--- config.mk ---
export PLATFORM = sky130hd
export DESIGN_NAME = core_inst_seq
export DESIGN_NICKNAME = d
export VERILOG_FILES = /design/src/rtl/core_inst_seq.sv
export SDC_FILE = /design/constraint.sdc
export NUM_CORES = 1
export LEC_CHECK = 0
export ABC_AREA = 0
export BUFFER_PORTS_ARGS = -buffer_cell sky130_fd_sc_hd__buf_2
export CAP_MARGIN = 10
export CORE_UTILIZATION = 55
export DETAILED_ROUTE_END_ITERATION = 10
export GPL_TIMING_DRIVEN = 0
export HOLD_SLACK_MARGIN = 0.03
export PLACE_DENSITY = 0.73
export SKIP_LAST_GASP = 1
export SYNTH_ARGS = -nofsm -noshare
export SYNTH_HDL_FRONTEND = slang
export SYNTH_SLANG_ARGS = --single-unit
export TNS_END_PERCENT = 50
--- constraint.sdc ---
create_clock -name clk -period 3.5 [get_ports clk]
set_clock_uncertainty 0.15 [all_clocks]
set_input_delay 0.525 -clock clk [delete_from_list [all_inputs] [get_ports clk]]
set_output_delay 0.525 -clock clk [all_outputs]
set_load 0.03 [all_outputs]
--- src/rtl/core_inst_seq.sv ---
// core_inst_seq
// Sequences one full convolution run on the core by emitting a 34-bit
// instruction word every cycle. For each kernel position (kij) it loads the
// weights from xmem into L0, shifts them into the PE array, lets them settle,
// loads the activations, executes, and drains the output FIFO into pmem.
// After the last kij it reads the partial sums back from pmem so that the
// core can accumulate them.
//
// Ports
//   clk         : single clock, rising edge
//   reset       : synchronous, active-high
//   start       : one-cycle pulse; begins a run when idle
//   ofifo_valid : output FIFO holds a full column set
//   inst[33:0]  : registered instruction word to the core
//   busy        : high whenever the sequencer is not idle
//   done        : one-cycle pulse when the run completes
module core_inst_seq #(
   parameter int          row      = 4,
   parameter int          col      = 8,
   parameter int          len_kij  = 9,
   parameter int          len_onij = 16,
   parameter logic [10:0] w_base   = 11'd0,
   parameter logic [10:0] a_base   = 11'd1024
) (
   input  logic        clk,
   input  logic        reset,
   input  logic        start,
   input  logic        ofifo_valid,
   output logic [33:0] inst,
   output logic        busy,
   output logic        done
);

   typedef enum logic [3:0] {
      IDLE, WLOAD, KLOAD, KWAIT, ALOAD, EXEC, DRAIN, ACC, DONE
   } state_t;

   // Both memories deselected and not writing, every other bit clear.
   localparam logic [33:0] IDLE_WORD = 34'h1_800C_0000;

   localparam logic [10:0] COL_N     = 11'(col);
   localparam logic [10:0] COL_LAST  = 11'(col - 1);
   localparam logic [10:0] WAIT_LAST = 11'(row + col - 1);
   localparam logic [10:0] ONIJ_N    = 11'(len_onij);
   localparam logic [10:0] ONIJ_LAST = 11'(len_onij - 1);
   localparam logic [10:0] KIJ_LAST  = 11'(len_kij - 1);

   state_t      state;
   logic [10:0] cnt;
   logic [10:0] kij;
   logic [10:0] ocnt;
   logic        acc_pend;
   logic        acc_flush;

   // Shared WLOAD/ALOAD pattern: an xmem read on the first cycles and an L0
   // write of the previous read's data on every cycle but the first.
   function automatic logic [33:0] load_word(input logic rd, input logic [10:0] addr,
                                             input logic wr);
      logic [33:0] w;
      w = IDLE_WORD;
      if (rd) begin
         w[19]   = 1'b0;
         w[17:7] = addr;
      end
      w[2] = wr;
      return w;
   endfunction

   // pmem write of one drained FIFO column set, popping the FIFO together.
   function automatic logic [33:0] drain_word(input logic [10:0] addr);
      logic [33:0] w;
      w        = IDLE_WORD;
      w[32]    = 1'b0;
      w[31]    = 1'b0;
      w[30:20] = addr;
      w[6]     = 1'b1;
      return w;
   endfunction

   // pmem read of a partial sum; accum flags the data read one cycle earlier.
   function automatic logic [33:0] acc_word(input logic [10:0] addr, input logic acc);
      logic [33:0] w;
      w        = IDLE_WORD;
      w[32]    = 1'b0;
      w[30:20] = addr;
      w[33]    = acc;
      return w;
   endfunction

   // Single state machine; every output is decided from the current state and
   // counters and registered, so inst lags the state decision by one edge.
   // In ACC, cnt walks the kernel positions and ocnt the output pixels, and
   // one extra flush cycle issues the accum for the very last read.
   always_ff @(posedge clk) begin
      if (reset) begin
         state     <= IDLE;
         cnt       <= '0;
         kij       <= '0;
         ocnt      <= '0;
         acc_pend  <= 1'b0;
         acc_flush <= 1'b0;
         inst      <= IDLE_WORD;
         busy      <= 1'b0;
         done      <= 1'b0;
      end else begin
         inst <= IDLE_WORD;
         busy <= 1'b1;
         done <= 1'b0;
         case (state)
            IDLE: begin
               busy <= 1'b0;
               if (start) begin
                  state <= WLOAD;
                  cnt   <= '0;
                  kij   <= '0;
                  ocnt  <= '0;
               end
            end
            WLOAD: begin
               inst <= load_word(cnt < COL_N, w_base + kij * COL_N + cnt, cnt != '0);
               if (cnt == COL_N) begin
                  state <= KLOAD;
                  cnt   <= '0;
               end else begin
                  cnt <= cnt + 11'd1;
               end
            end
            KLOAD: begin
               inst <= IDLE_WORD | 34'h9;
               if (cnt == COL_LAST) begin
                  state <= KWAIT;
                  cnt   <= '0;
               end else begin
                  cnt <= cnt + 11'd1;
               end
            end
            KWAIT: begin
               if (cnt == WAIT_LAST) begin
                  state <= ALOAD;
                  cnt   <= '0;
               end else begin
                  cnt <= cnt + 11'd1;
               end
            end
            ALOAD: begin
               inst <= load_word(cnt < ONIJ_N, a_base + cnt, cnt != '0);
               if (cnt == ONIJ_N) begin
                  state <= EXEC;
                  cnt   <= '0;
               end else begin
                  cnt <= cnt + 11'd1;
               end
            end
            EXEC: begin
               inst <= IDLE_WORD | 34'hA;
               if (cnt == ONIJ_LAST) begin
                  state <= DRAIN;
                  cnt   <= '0;
                  ocnt  <= '0;
               end else begin
                  cnt <= cnt + 11'd1;
               end
            end
            DRAIN: begin
               if (ofifo_valid) begin
                  inst <= drain_word(kij * ONIJ_N + ocnt);
                  if (ocnt == ONIJ_LAST) begin
                     ocnt <= '0;
                     cnt  <= '0;
                     if (kij == KIJ_LAST) begin
                        state     <= ACC;
                        acc_pend  <= 1'b0;
                        acc_flush <= 1'b0;
                     end else begin
                        state <= WLOAD;
                        kij   <= kij + 11'd1;
                     end
                  end else begin
                     ocnt <= ocnt + 11'd1;
                  end
               end
            end
            ACC: begin
               if (!acc_flush) begin
                  inst     <= acc_word(cnt * ONIJ_N + ocnt, acc_pend);
                  acc_pend <= 1'b1;
                  if (cnt == KIJ_LAST) begin
                     cnt <= '0;
                     if (ocnt == ONIJ_LAST) begin
                        acc_flush <= 1'b1;
                     end else begin
                        ocnt <= ocnt + 11'd1;
                     end
                  end else begin
                     cnt <= cnt + 11'd1;
                  end
               end else begin
                  inst      <= IDLE_WORD | (34'h1 << 33);
                  acc_pend  <= 1'b0;
                  acc_flush <= 1'b0;
                  ocnt      <= '0;
                  state     <= DONE;
               end
            end
            DONE: begin
               done  <= 1'b1;
               state <= IDLE;
            end
            default: begin
               state <= IDLE;
            end
         endcase
      end
   end

endmodule

==> reports/metrics.cfg, run 1 <==
[power_and_ir_drop]
ir_worst_vdd_mv = 0.2681
p_int_w = 0.001500
p_clk_frac = 0.315
seqPwrFrac = 0.383
swShare = 0.3721
p_switching_w = 0.0008892
combPwrFrac = 0.303
power_density_nw_per_um2 = 516.3
leakagePower_nw = 1.994

[detailed_routing]
first_pass_iters = 5
route.detailed.drc = 0
wire_per_inst_um = 16.18
first_iter_violations = 209
vias = 3749
routed_wl_um = 10290
ant_nets = 0
via_per_inst = 5.895

[logic_synthesis]
synth.cell_area_um2 = 4094
synth-seq-area-share = 0.3521
avgSynthCellArea_um2 = 8.459
synthCells = 484
ys_warn_count = 0
synthFlopType = dfxtp_1
synth_seq_cells = 72
yosysUniqueCellTypes = 65
ys_async_sr_fraction = 0
synth-edff-count = 0

[grt]
met3_usage = 0.06157
grt_use_total = 0.2811
met1_usage = 0.3648
grt_pass1_vias = 3446
grt.busiest_layer = met2
antenna_found_initial = 0
grtUsageMet2 = 0.4531
grt_remaining_overflow = 0
grt_pass1_wl_um = 16630
grt_max_degree = 15

[setup_path]
worstPathRequired_ns = 3.63
crit_cells = 7
cp-start-kind = register
r2r_start = state[2]$_SDFFE_PP0P_
crit_chain = buf_1 -> clkbuf_1 -> nor2b_1 -> inv_1 -> nor3_1 -> a22oi_1 -> nor2_1
startpoint = state[2]$_SDFFE_PP0P_
critPathKind = reg -> reg
cp-end-kind = register
cp.arrival_ns = 3.10
cp_max_fo = 10
crit_path_end = inst[29]$_SDFF_PP0_
max_stage_delay_ns = 0.70
critPathSlowestCell = nor3_1
crit_family = simple AND/OR/NAND/NOR gates
worstReg2RegEnd = inst[29]$_SDFF_PP0_
worstRegToRegCells = 7
crit_buf_inv = 3
reg2reg_slack_ns = 0.54

[timing]
fin_hold_ws_ns = 0.3476
rsz0062_at_grt = no
timing.fmax_ghz = 0.3375
setup_viol = 0
period_minus_slack_ns = 2.963
slew-limit-headroom = 0.3925
hold_viol_final = 0
setup_tns_ns = 0
drv_slew = 0
finalCritPeriodShare = 0.8465
tightest_slew_ns = 0.9043

[floorplan]
row_count = 31
ios = 40
die_h_um = 88.28
initial_utilization = 0.5675
dieArea_um2 = 7792
die_w_um = 88.28
core_area_um2 = 7214

[finish]
fin_area_um2 = 4628
fin_cells = 636
nNetsFinal = 563
n_antenna_cell = 0
final_util = 0.6415
layout-area-overhead-vs-synth_pct = 13.05
drive_gt1_frac = 0.1397

[clock_network]
cts.sink_count = 72
cts_tree = built
clock_latency_ns = 0.36
postCtsSetupBuffers = 0
post_cts_resized = 0
clockRootBuffer = clkbuf_8
clock_path_buffers = 2
clkTransAtPathRegs_ns = 0.08
htreeDepth = 3
cts_buffers = 9
hold_buffers = 0

[placement]
dp.cells = 620
portBuffers = 36
gp_congestion = 0.9123
hpwl_um = 7664
postPlaceCellArea_um2 = 4402

[job]
maxCapViolations = 0

[run_status]
status = finished clean

[worst_hold_path]
hold_class = reg -> reg

-- layout by cell type, fill, tap and decap left out, types with 4 or more instances in the layout --
cell       n
clkbuf_8   9
xor2_1    23
dfxtp_1   72
clkbuf_1  14
o21ai_1    4
and3_1    12
inv_1     21
o21ai_0   13
o31ai_1    5
buf_4      4
nor4_1     4
o41ai_1    4
xnor2_1   15
a22oi_1    9
buf_2     39
or3_1      4
ha_1      24
nor2_1    62
nand4_1   19
a21oi_1   26
nor3_1    13
and2_1     5
nand2_1   31
a21o_1     8
nor2b_1   11
nand3_1   24
-- worst register-to-register path: cells and delay by family (launching register included) --
kind            cells  cell delay (ns)
compound gates      1             0.20
buf+inv             3             0.94
flops               1             0.40
simple gates        3             1.21
-- state kept, by name (all words and copies together) (netlist names) --
| register | cells |
|---|---|
| cnt | 11 |
| kij | 11 |
| busy | 1 |
| acc_flush | 1 |
| acc_pend | 1 |
| state | 4 |
| inst | 31 |
| done | 1 |
| ocnt | 11 |
-- per-stage QoR --
step / setup slack [ns] / power [W]
after detailed placement: 0.6322 / 0.001645
after floorplan: 1.103 / 0.001452
after CTS: 0.6206 / 0.002387
after global placement: 0.5954 / 0.001636
final: 0.5373 / 0.002389
after global routing: 0.3357 / 0.002513
-- how the worst min path moves through the flow --
stage,startpoint,to,slack [ns],cells past startpoint
2_1_floorplan,acc_pend$_SDFFE_PP0P_,inst[33]$_SDFF_PP0_,0.31,2
3_3_place_gp,acc_pend$_SDFFE_PP0P_,acc_pend$_SDFFE_PP0P_,0.33,2
3_5_place_dp,acc_pend$_SDFFE_PP0P_,inst[33]$_SDFF_PP0_,0.33,2
4_1_cts,acc_pend$_SDFFE_PP0P_,inst[33]$_SDFF_PP0_,0.34,2
5_1_grt,ofifo_valid,inst[6]$_SDFF_PP0_,0.38,2
6_report,acc_pend$_SDFFE_PP0P_,inst[33]$_SDFF_PP0_,0.35,2
-- final cells by class --
cell class                 count  area (um^2)
buffer                        24        123.9
clock buffer                   9        123.9
clock inverter                 7        102.6
fill                         643         2586
inverter                      21        78.83
multi-input combinational    368         2454
sequential                    72         1441
tap                           99        123.9
timing repair buffer          36        180.2
-- cell usage after synthesis, types with 3 or more instances --
library cell	instances	area, um^2
dfxtp_1	72	1441
nor2_1	62	232.7
nand2_1	31	116.4
a21oi_1	26	130.1
ha_1	24	300.3
nand3_1	24	120.1
xor2_1	23	201.4
inv_1	21	78.83
nand4_1	19	118.9
xnor2_1	15	131.4
clkbuf_1	14	52.55
nor3_1	13	65.06
o21ai_0	13	65.06
and3_1	12	75.07
nor2b_1	11	68.82
a22oi_1	9	67.56
a21o_1	8	60.06
and2_1	5	31.28
o31ai_1	5	37.54
buf_4	4	30.03
nor4_1	4	25.02
o21ai_1	4	20.02
o41ai_1	4	35.03
or3_1	4	25.02
buf_2	3	15.01
fa_1	3	60.06
nor4_2	3	37.54
-- routing by layer --
layer / vias up / part of all wire
met2: 162 / 0.46
met4: 0 / 0.026
met1: 1727 / 0.44
met5: - / 0
li1: 1831 / -
met3: 29 / 0.073
-- cell families (layout without fill, tap and decap cells) --
group                    after synthesis  in the layout  synth area share
other                                  2              3          0.001834
XOR/XNOR                              38             38           0.08130
AND/OR/NAND/NOR                      202            202            0.2570
adder cells (fa/ha/maj)               27             27           0.08802
AO/OA/AOI/OAI                         98             98            0.1702
buffers and inverters                 45             97           0.04951
flip-flops                            72             72            0.3521
-- power by group through the flow --
stage | sequential (W) | clock (W) | combinational, W
3_3_place_gp | 0.000930 | 0 | 0.000706
2_1_floorplan | 0.000942 | 0 | 0.000511
4_1_cts | 0.000914 | 0.000760 | 0.000714
3_5_place_dp | 0.000933 | 0 | 0.000712
5_1_grt | 0.000920 | 0.000802 | 0.000792
6_report | 0.000914 | 0.000752 | 0.000723
No activity file was read; power rests on OpenSTA's default activity.
==> inputs of run 2 (changes only) <==
- CORE_UTILIZATION: 55 -> 54
- PLACE_DENSITY: 0.73 -> 0.75
- clock period: 3.5 -> 2.7 ns (I/O delays scaled with it)
==> reports/metrics.cfg, run 2 (synthesized netlist as in run 1, its figures left out) <==
[grt]
grt_remaining_overflow = 0
grt_pass1_wl_um = 16990
antenna_found_initial = 0
grt_max_degree = 14
grt_use_total = 0.2822
grt_pass1_vias = 3524

[clock_network]
clock_latency_ns = 0.36
clkTransAtPathRegs_ns = 0.08
cts_buffers = 9
cts_tree = built
cts.sink_count = 72
hold_buffers = 0
clockRootBuffer = clkbuf_8
clock_path_buffers = 2
htreeDepth = 3

[finish]
final_common_cell = dfxtp_1
largest_reg_flops = 31
layout-area-overhead-vs-synth_pct = 14.94
multi_input_area_um2 = 2531
nNetsFinal = 564
fin_area_um2 = 4706
fillers = 651
drive_gt1_frac = 0.1766
n_antenna_cell = 0
regArea_um2 = 1441
top_register = inst
final_cell_mix = dfxtp_1 (72), nor2_1 (60), buf_2 (38)

[timing]
finalCritPeriodShare = 0.9731
hold_viol_final = 0
period_minus_slack_ns = 2.627
setup_tns_ns = 0
setup_viol = 0
slew-limit-headroom = 0.5585
drv_slew = 0
tightest_slew_ns = 0.6623
timing.fmax_ghz = 0.3806
rsz0062_at_grt = yes

[setup_path]
startpoint = cnt[5]$_SDFFE_PP0P_
critPathSlowestCell = a2111oi_4
cp-end-kind = register
cp-start-kind = register
critPathKind = reg -> reg
cp.arrival_ns = 2.78
cp_max_fo = 7
r2r_start = cnt[5]$_SDFFE_PP0P_
max_stage_delay_ns = 0.56
worstPathRequired_ns = 2.85
crit_chain = nor4_4 -> o211ai_1 -> a2111oi_4 -> o21ai_2 -> o41ai_1 -> o311a_1

[floorplan]
die_h_um = 89.07
row_count = 31
dieArea_um2 = 7933
die_w_um = 89.07
initial_utilization = 0.5614
core_area_um2 = 7292
ios = 40

[placement]
gp_congestion = 0.9709
postPlaceCellArea_um2 = 4402
hpwl_um = 7612
portBuffers = 36

[worst_hold_path]
hold_start = ofifo_valid
hold_class = in -> reg

[power_and_ir_drop]
swShare = 0.3794
combPwrFrac = 0.329
p_switching_w = 0.001169
p_int_w = 0.001912
power_density_nw_per_um2 = 654.6
seqPwrFrac = 0.385
p_clk_frac = 0.286
leakagePower_nw = 2.021
ir_worst_vdd_mv = 0.2954

[detailed_routing]
routed_wl_um = 10560
first_iter_violations = 276
route.detailed.drc = 0
vias = 3817
ant_nets = 0
via_per_inst = 5.992
wire_per_inst_um = 16.58
first_pass_iters = 5

[run_status]
status = finished clean

[job]
maxCapViolations = 0

-- run 2: cell type report --
cell class | instances | share of cell area
multi-input cells | 368 | 0.5379
flip-flops and latches | 72 | 0.3063
repair buffers | 37 | 0.03988
clock buffers | 10 | 0.02925
plain buffers | 24 | 0.02925
well taps | 99 | 0.02632
inverters | 21 | 0.01675
clock inverters | 6 | 0.01436
-- run 2: per-stage QoR --
stage	std cells	util	hold WS [ns]	setup WS (ns)	total power [W]
after detailed placement	620	0.6036	0.3396	-0.1235	0.002122
after global placement	620	0.6036	0.3278	-0.1010	0.002109
after global routing	637	0.6453	0.2495	-0.04943	0.003252
final	637	0.6453	0.2233	0.07267	0.003080
after floorplan	485	-	0.3054	0.3032	0.001882
after CTS	637	0.6347	0.2112	-0.01725	0.003011
-- run 2: worst paths after layout --
kind / end / slack (ns) / cells after the start
worst max register to register: state[1]$_SDFFE_PP0P_ / 0.07 / 6
worst max-delay path: state[1]$_SDFFE_PP0P_ / 0.07 / 6
worst min-delay path: inst[6]$_SDFF_PP0_ / 0.22 / 2
worst min register to register: ocnt[1]$_SDFFE_PP0P_ / 0.36 / 2
-- run 2: critical path: cells and delay by family, from the launching register on --
kind	cells	cell delay [ns]
DFF	1	0.43
and+or+nand+nor	1	0.48
AOI/OAI and AO/OA	5	1.52
-- run 2: timing repair --
action                     in CTS  in global routing
setup endpoints to repair      26                 41
cloned                          0                  0
buffers inserted                1                  0
pin swaps                       1                  1
gates resized for setup         4                 28
-- run 2: power by group through the flow --
| stage | sequential, W | clock [W] | combinational (W) |
|---|---|---|---|
| 2_1_floorplan | 0.00122 | 0 | 0.000662 |
| 3_3_place_gp | 0.00121 | 0 | 0.000903 |
| 3_5_place_dp | 0.00121 | 0 | 0.000914 |
| 4_1_cts | 0.00118 | 0.000896 | 0.000931 |
| 5_1_grt | 0.00120 | 0.000942 | 0.00111 |
| 6_report | 0.00119 | 0.000882 | 0.00101 |
-- run 2: metal layers --
layer / share of wire / GRT usage / wire (um) / up-vias
li1: - / - / - / 1836
met1: 0.44 / 0.3679 / 4598 / 1775
met2: 0.47 / 0.4587 / 4920 / 174
met3: 0.074 / 0.06002 / 777 / 32
met4: 0.025 / 0.1097 / 263 / 0
met5: 0 / 0 / 0 / -
